## config.mk

```make
export PLATFORM = sky130hd
export DESIGN_NAME = key_entry_decoder
export DESIGN_NICKNAME = d
export VERILOG_FILES = /design/src/rtl/key_entry_decoder.sv
export SDC_FILE = /design/constraint.sdc
export NUM_CORES = 1
export LEC_CHECK = 0
export BUFFER_PORTS_ARGS = -buffer_cell sky130_fd_sc_hd__buf_2
export CAP_MARGIN = 40
export CELL_PAD_IN_SITES_DETAIL_PLACEMENT = 0
export CELL_PAD_IN_SITES_GLOBAL_PLACEMENT = 1
export CORE_UTILIZATION = 46
export CTS_CLUSTER_SIZE = 10
export DETAILED_ROUTE_END_ITERATION = 6
export GPL_ROUTABILITY_DRIVEN = 0
export PLACE_DENSITY = 0.92
export SYNTH_ARGS = -nofsm -noshare
export SYNTH_HDL_FRONTEND = slang
export SYNTH_SLANG_ARGS = --single-unit
```

## constraint.sdc

```tcl
create_clock -name clk -period 2.55 [get_ports clk]
set_input_delay 0.1275 -clock clk [delete_from_list [all_inputs] [get_ports clk]]
set_output_delay 0.1275 -clock clk [all_outputs]
set_load 0.05 [all_outputs]
```

## src/rtl/key_entry_decoder.sv

```systemverilog
// key_entry_decoder: captures an operator or digit entry from the switches on each debounced confirm press.
// Optional cancel button and its debouncer are built when KEY_ENTRY_CANCEL_BTN_EN is defined.
module key_entry_decoder #(
    parameter int unsigned DEBOUNCE_CYCLES = 20000
) (
    input  logic       clk,
    input  logic       rst,
    input  logic       i_btn_confirm,
`ifdef KEY_ENTRY_CANCEL_BTN_EN
    input  logic       i_btn_cancel,
`endif
    input  logic       i_mode,
    input  logic [7:0] i_sw,
    output logic       o_valid,
    output logic       o_err,
    output logic       o_mode,
    output logic [2:0] o_op_code,
    output logic [3:0] o_digit_val,
    output logic       o_have,
    output logic       o_busy
);

    // state    | meaning
    // IDLE     | waiting for a confirm press
    // CAPTURE  | validating the synchronized mode and switches
    // COMMIT   | entry accepted, o_valid pulsing
    // ERROR    | entry rejected, o_err pulsing
    // WAIT_REL | waiting for confirm to debounce back to released
    typedef enum logic [2:0] {
        S_IDLE     = 3'd0,
        S_CAPTURE  = 3'd1,
        S_COMMIT   = 3'd2,
        S_ERROR    = 3'd3,
        S_WAIT_REL = 3'd4
    } state_t;

    localparam logic [15:0] C_DB_TC = 16'(DEBOUNCE_CYCLES - 1);

    logic        r_conf_s1;
    logic        r_conf_s2;
    logic        r_conf_deb;
    logic        r_conf_deb_d;
    logic [15:0] r_conf_cnt;
    logic        r_mode_s1;
    logic        r_mode_s2;
    logic [7:0]  r_sw_s1;
    logic [7:0]  r_sw_s2;

    logic        w_conf_press;
    logic        w_cancel_press;
    logic        w_legal;

    state_t      r_state;
    state_t      w_state_nxt;

    logic        r_valid;
    logic        r_err;
    logic        r_mode;
    logic [2:0]  r_op;
    logic [3:0]  r_digit;
    logic        r_have;
    logic        r_busy;

    logic        w_valid_nxt;
    logic        w_err_nxt;
    logic        w_mode_nxt;
    logic [2:0]  w_op_nxt;
    logic [3:0]  w_digit_nxt;
    logic        w_have_nxt;

    // Debounced level moves only after DEBOUNCE_CYCLES consecutive disagreeing samples.
    always_ff @(posedge clk) begin
        if (rst) begin
            r_conf_s1    <= 1'b0;
            r_conf_s2    <= 1'b0;
            r_conf_deb   <= 1'b0;
            r_conf_deb_d <= 1'b0;
            r_conf_cnt   <= '0;
        end else begin
            r_conf_s1    <= i_btn_confirm;
            r_conf_s2    <= r_conf_s1;
            r_conf_deb_d <= r_conf_deb;
            if (r_conf_s2 == r_conf_deb) begin
                r_conf_cnt <= '0;
            end else if (r_conf_cnt == C_DB_TC) begin
                r_conf_deb <= r_conf_s2;
                r_conf_cnt <= '0;
            end else begin
                r_conf_cnt <= r_conf_cnt + 16'd1;
            end
        end
    end

    assign w_conf_press = r_conf_deb & ~r_conf_deb_d;

`ifdef KEY_ENTRY_CANCEL_BTN_EN
    logic        r_canc_s1;
    logic        r_canc_s2;
    logic        r_canc_deb;
    logic        r_canc_deb_d;
    logic [15:0] r_canc_cnt;

    always_ff @(posedge clk) begin
        if (rst) begin
            r_canc_s1    <= 1'b0;
            r_canc_s2    <= 1'b0;
            r_canc_deb   <= 1'b0;
            r_canc_deb_d <= 1'b0;
            r_canc_cnt   <= '0;
        end else begin
            r_canc_s1    <= i_btn_cancel;
            r_canc_s2    <= r_canc_s1;
            r_canc_deb_d <= r_canc_deb;
            if (r_canc_s2 == r_canc_deb) begin
                r_canc_cnt <= '0;
            end else if (r_canc_cnt == C_DB_TC) begin
                r_canc_deb <= r_canc_s2;
                r_canc_cnt <= '0;
            end else begin
                r_canc_cnt <= r_canc_cnt + 16'd1;
            end
        end
    end

    assign w_cancel_press = r_canc_deb & ~r_canc_deb_d;
`else
    assign w_cancel_press = 1'b0;
`endif

    always_ff @(posedge clk) begin
        if (rst) begin
            r_mode_s1 <= 1'b0;
            r_mode_s2 <= 1'b0;
            r_sw_s1   <= '0;
            r_sw_s2   <= '0;
        end else begin
            r_mode_s1 <= i_mode;
            r_mode_s2 <= r_mode_s1;
            r_sw_s1   <= i_sw;
            r_sw_s2   <= r_sw_s1;
        end
    end

    assign w_legal = r_mode_s2 ? (r_sw_s2[7:4] == 4'd0) : (r_sw_s2[7:2] == 6'd0);

    always_comb begin
        w_state_nxt = r_state;
        w_valid_nxt = 1'b0;
        w_err_nxt   = 1'b0;
        w_mode_nxt  = r_mode;
        w_op_nxt    = r_op;
        w_digit_nxt = r_digit;
        w_have_nxt  = r_have;
        case (r_state)
            S_IDLE: begin
                if (w_conf_press) w_state_nxt = S_CAPTURE;
            end
            S_CAPTURE: begin
                if (w_legal) begin
                    w_state_nxt = S_COMMIT;
                    w_valid_nxt = 1'b1;
                    w_mode_nxt  = r_mode_s2;
                    w_have_nxt  = 1'b1;
                    if (r_mode_s2) w_digit_nxt = r_sw_s2[3:0];
                    else           w_op_nxt    = r_sw_s2[2:0];
                end else begin
                    w_state_nxt = S_ERROR;
                    w_err_nxt   = 1'b1;
                end
            end
            S_COMMIT, S_ERROR: w_state_nxt = S_WAIT_REL;
            S_WAIT_REL: begin
                if (!r_conf_deb) w_state_nxt = S_IDLE;
            end
            default: w_state_nxt = S_IDLE;
        endcase
        // Cancel overrides everything, including a commit landing this cycle.
        if (w_cancel_press) begin
            w_state_nxt = (r_state == S_IDLE) ? S_IDLE : S_WAIT_REL;
            w_valid_nxt = 1'b0;
            w_err_nxt   = 1'b0;
            w_mode_nxt  = 1'b0;
            w_op_nxt    = '0;
            w_digit_nxt = '0;
            w_have_nxt  = 1'b0;
        end
    end

    always_ff @(posedge clk) begin
        if (rst) begin
            r_state <= S_IDLE;
            r_valid <= 1'b0;
            r_err   <= 1'b0;
            r_mode  <= 1'b0;
            r_op    <= '0;
            r_digit <= '0;
            r_have  <= 1'b0;
            r_busy  <= 1'b0;
        end else begin
            r_state <= w_state_nxt;
            r_valid <= w_valid_nxt;
            r_err   <= w_err_nxt;
            r_mode  <= w_mode_nxt;
            r_op    <= w_op_nxt;
            r_digit <= w_digit_nxt;
            r_have  <= w_have_nxt;
            r_busy  <= (w_state_nxt != S_IDLE);
        end
    end

    assign o_valid     = r_valid;
    assign o_err       = r_err;
    assign o_mode      = r_mode;
    assign o_op_code   = r_op;
    assign o_digit_val = r_digit;
    assign o_have      = r_have;
    assign o_busy      = r_busy;

endmodule

```

==> results.toml <==
[power]
p_leak_uw = 0.000839
vdd_drop_max_uv = 453
powerDensity_nw_per_um2 = 641

[timing]
final.setup.tns_ps = 0
setup_viol = 0
fmax_mhz = 633
slew_violations = 0
tightestPinTransition_ps = 392
rsz0062_at_grt = "no"
hold_ws_ps = 24.1
min_period_ps = 1580
finalHoldViolCount = 0
relSlewSlack_pct = 73.8
period_share_pct = 61.9
fin_skew_ps = 6.67

[place]
port_buffers = 23
dpl.hpwl_um = 1890
placed_area_um2 = 2020

[detailed_routing]
avgViaCountPerCell = 4.85
top_layer = "met4"
wl_per_cell_um = 10.7
antenna_left = 0
wl_um = 2750
wl_met1_um = 1340
drcViolationCount = 0
route.met2.wl_um = 1220
vias = 1251
drt_iter0_markers = 55
wl_met3_um = 132
drt-pass1-iter-count = 4

[logic_synthesis]
synth_top_family_by_area = "simple AND/OR/NAND/NOR gates"
synth_compound_area_share_pct = 3.21
yosysWarnings = 0
yosys.cell_types.count = 32
synth_simple_gate_area_share_pct = 27.3
netlist_area_um2 = 1870
synth_xor_xnor_area_share_pct = 7.03
syn-instance-count = 185
yosys.area.top_type_share_pct = 56.8
ys_top_cells_by_area = "dfxtp_1 (57%), nor2b_1 (7.7%), nor2_1 (5.6%)"
synth-seq-cells = 53
yosys.area.top_type = "dfxtp_1"
synth_nets = 198
synthAdderAreaFrac_pct = 0.669
avgSynthCellArea_um2 = 10.1
synth.area.mux_share_pct = 2.68
yosysSeqAreaShare_pct = 56.8

[cts]
cts_root_buffer = "clkbuf_8"
cts_buffer_depth = 2
post_cts_buffers = 0
numCtsBuffers = 5
cts_max_level = 2
clock_sinks = 53
cts_resized = 0
cts_tree = "built"
cts_hold_buf = 0
clkLatencyLatePin_ps = 310
cts.clk_slew.worst_paths_ps = 90

[critical_path]
path_class = "reg -> reg"
critPathLaunch = "r_conf_cnt[0]$_SDFF_PP0_"
reg2reg_from = "r_conf_cnt[0]$_SDFF_PP0_"
cp.depth = 5
crit_arrival_ps = 1770
cpPeakStageDelay_ps = 400
cp.buffers_inverters = 0
worst_setup_path_start_kind = "flop"
crit_end = "r_conf_cnt[10]$_SDFF_PP0_"
reg2reg_depth = 5
slowest_stage = "dfxtp_1"
crit_path_end_kind = "flop"
r2r-end = "r_conf_cnt[10]$_SDFF_PP0_"
cp.required_ps = 2740
rrSetupSlack_ps = 970
path_max_fanout = 13
crit_chain = "ha_1 -> and4_1 -> nand4_1 -> nand2b_2 -> nor2_1"
critical-path-top-delay-family = "simple AND/OR/NAND/NOR gates"

[outcome]
run_status = "completed"

[floorplan]
die_area_um2 = 4320
start_util_pct = 49.6
io_pins = 24
die_w_um = 65.7
fp.dieH_um = 65.7
core_area_um2 = 3770
rows = 22

[final_layout]
seqCellArea_um2 = 1060
layout-drive-gt1-share_pct = 17.6
post-route-util_pct = 55.8
diodes = 0
multi_input_area_um2 = 764
n_fill_cell = 336
area_growth_pct = 12.7
fin_nets = 222
finalInstanceArea_um2 = 2110

[global_routing]
grt_max_degree = 37
gr-total-overflow = 0
first_global_vias = 1129
grt_pass1_wl_um = 4730
grt_usage_pct = 14.8
antenna_found_initial = 0

[min_path]
hold_path.class = "in -> reg"

[job]
drv_cap = 0
-- cell usage after synthesis, drive strengths merged --
cell / number
a21oi: 5
a31oi: 2
and2: 1
and3: 1
and4: 3
and4b: 1
buf: 3
clkbuf: 4
dfxtp: 53
ha: 1
inv: 2
mux2i: 5
nand2: 7
nand2b: 3
nand3: 6
nand4: 6
nor2: 28
nor2b: 23
nor3: 2
nor3b: 3
nor4: 6
nor4b: 1
o211ai: 1
o21ai: 3
xnor2: 7
xor2: 8
-- how the worst min path moves through the flow --
stage	start	to	slack, ps	depth (start not counted)
final	i_sw[7]	r_sw_s1[7]$_SDFF_PP0_	20	2
after floorplan	i_btn_confirm	r_conf_s1$_SDFF_PP0_	260	1
after CTS	i_btn_confirm	r_conf_s1$_SDFF_PP0_	20	2
after detailed placement	i_btn_confirm	r_conf_s1$_SDFF_PP0_	340	2
after global routing	i_sw[1]	r_sw_s1[1]$_SDFF_PP0_	10	2
after global placement	i_sw[4]	r_sw_s1[4]$_SDFF_PP0_	340	2
-- area by class of cell --
| cell class | instances | area share [%] |
|---|---|---|
| Inverter | 2 | 0.357 |
| Clock buffer | 5 | 3.27 |
| Clock inverter | 3 | 1.01 |
| Multi-Input combinational cell | 123 | 36.3 |
| Tap cell | 48 | 2.85 |
| Timing Repair Buffer | 24 | 5.82 |
| Sequential cell | 53 | 50.4 |
-- stage by stage --
stage | total power [uW] | instances | setup WS (ps)
6_report | 1350 | 258 | 971
5_1_grt | 1410 | 258 | 791
3_5_place_dp | 903 | 250 | 972
3_3_place_gp | 902 | 250 | 1020
2_1_floorplan | 890 | 185 | 1110
4_1_cts | 1370 | 258 | 958
-- power breakdown --
part           switching [uW]  total (uW)  internal (uW)
sequential               5.31         847            842
combinational            17.7        35.3           17.6
clock                     271         466            195
total                     294        1350           1050
-- cells in the final DEF, fill, tap and decap left out, types with 3 or more instances in the layout --
cell,count
dfxtp_1,53
xnor2_1,7
nand2_1,7
buf_2,23
mux2i_1,5
nor4_1,5
nand3_1,5
nor2b_1,23
a21oi_1,5
o21ai_0,3
nor2_1,28
xor2_1,8
nor3b_1,3
nand4_1,5
clkbuf_8,5
-- sequential cells by signal, indices dropped and copies added (netlist names) --
name          flops
o_mode            1
r_mode_s1         1
r_mode_s2         1
r_sw_s1           8
r_conf_deb        1
o_err             1
o_valid           1
o_op_code         3
r_conf_s2         1
o_digit_val       4
r_sw_s2           8
o_busy            1
r_conf_cnt       16
o_have            1
r_state           3
r_conf_s1         1
r_conf_deb_d      1
-- per-layer routing --
metal / track usage, % / up-vias
li1: - / 665
met1: 17.6 / 555
met2: 22.7 / 25
met3: 5.73 / 6
met4: 8.15 / 0
met5: 0 / -
-- cells by family after synthesis --
family | count (synthesis)
DFF | 53
buffers and inverters | 9
xor gates and xnor gates | 15
muxes | 5
adders and majority gates | 1
AOI/OAI and AO/OA | 11
and+or+nand+nor | 91
-- worst reg2reg max path: stages, from the launching register on --
cell and delay [ps]:
dfxtp_1 400, ha_1 220, and4_1 310, nand4_1 180
nand2b_2 270, nor2_1 90
No activity file was read; power rests on OpenSTA's default activity.
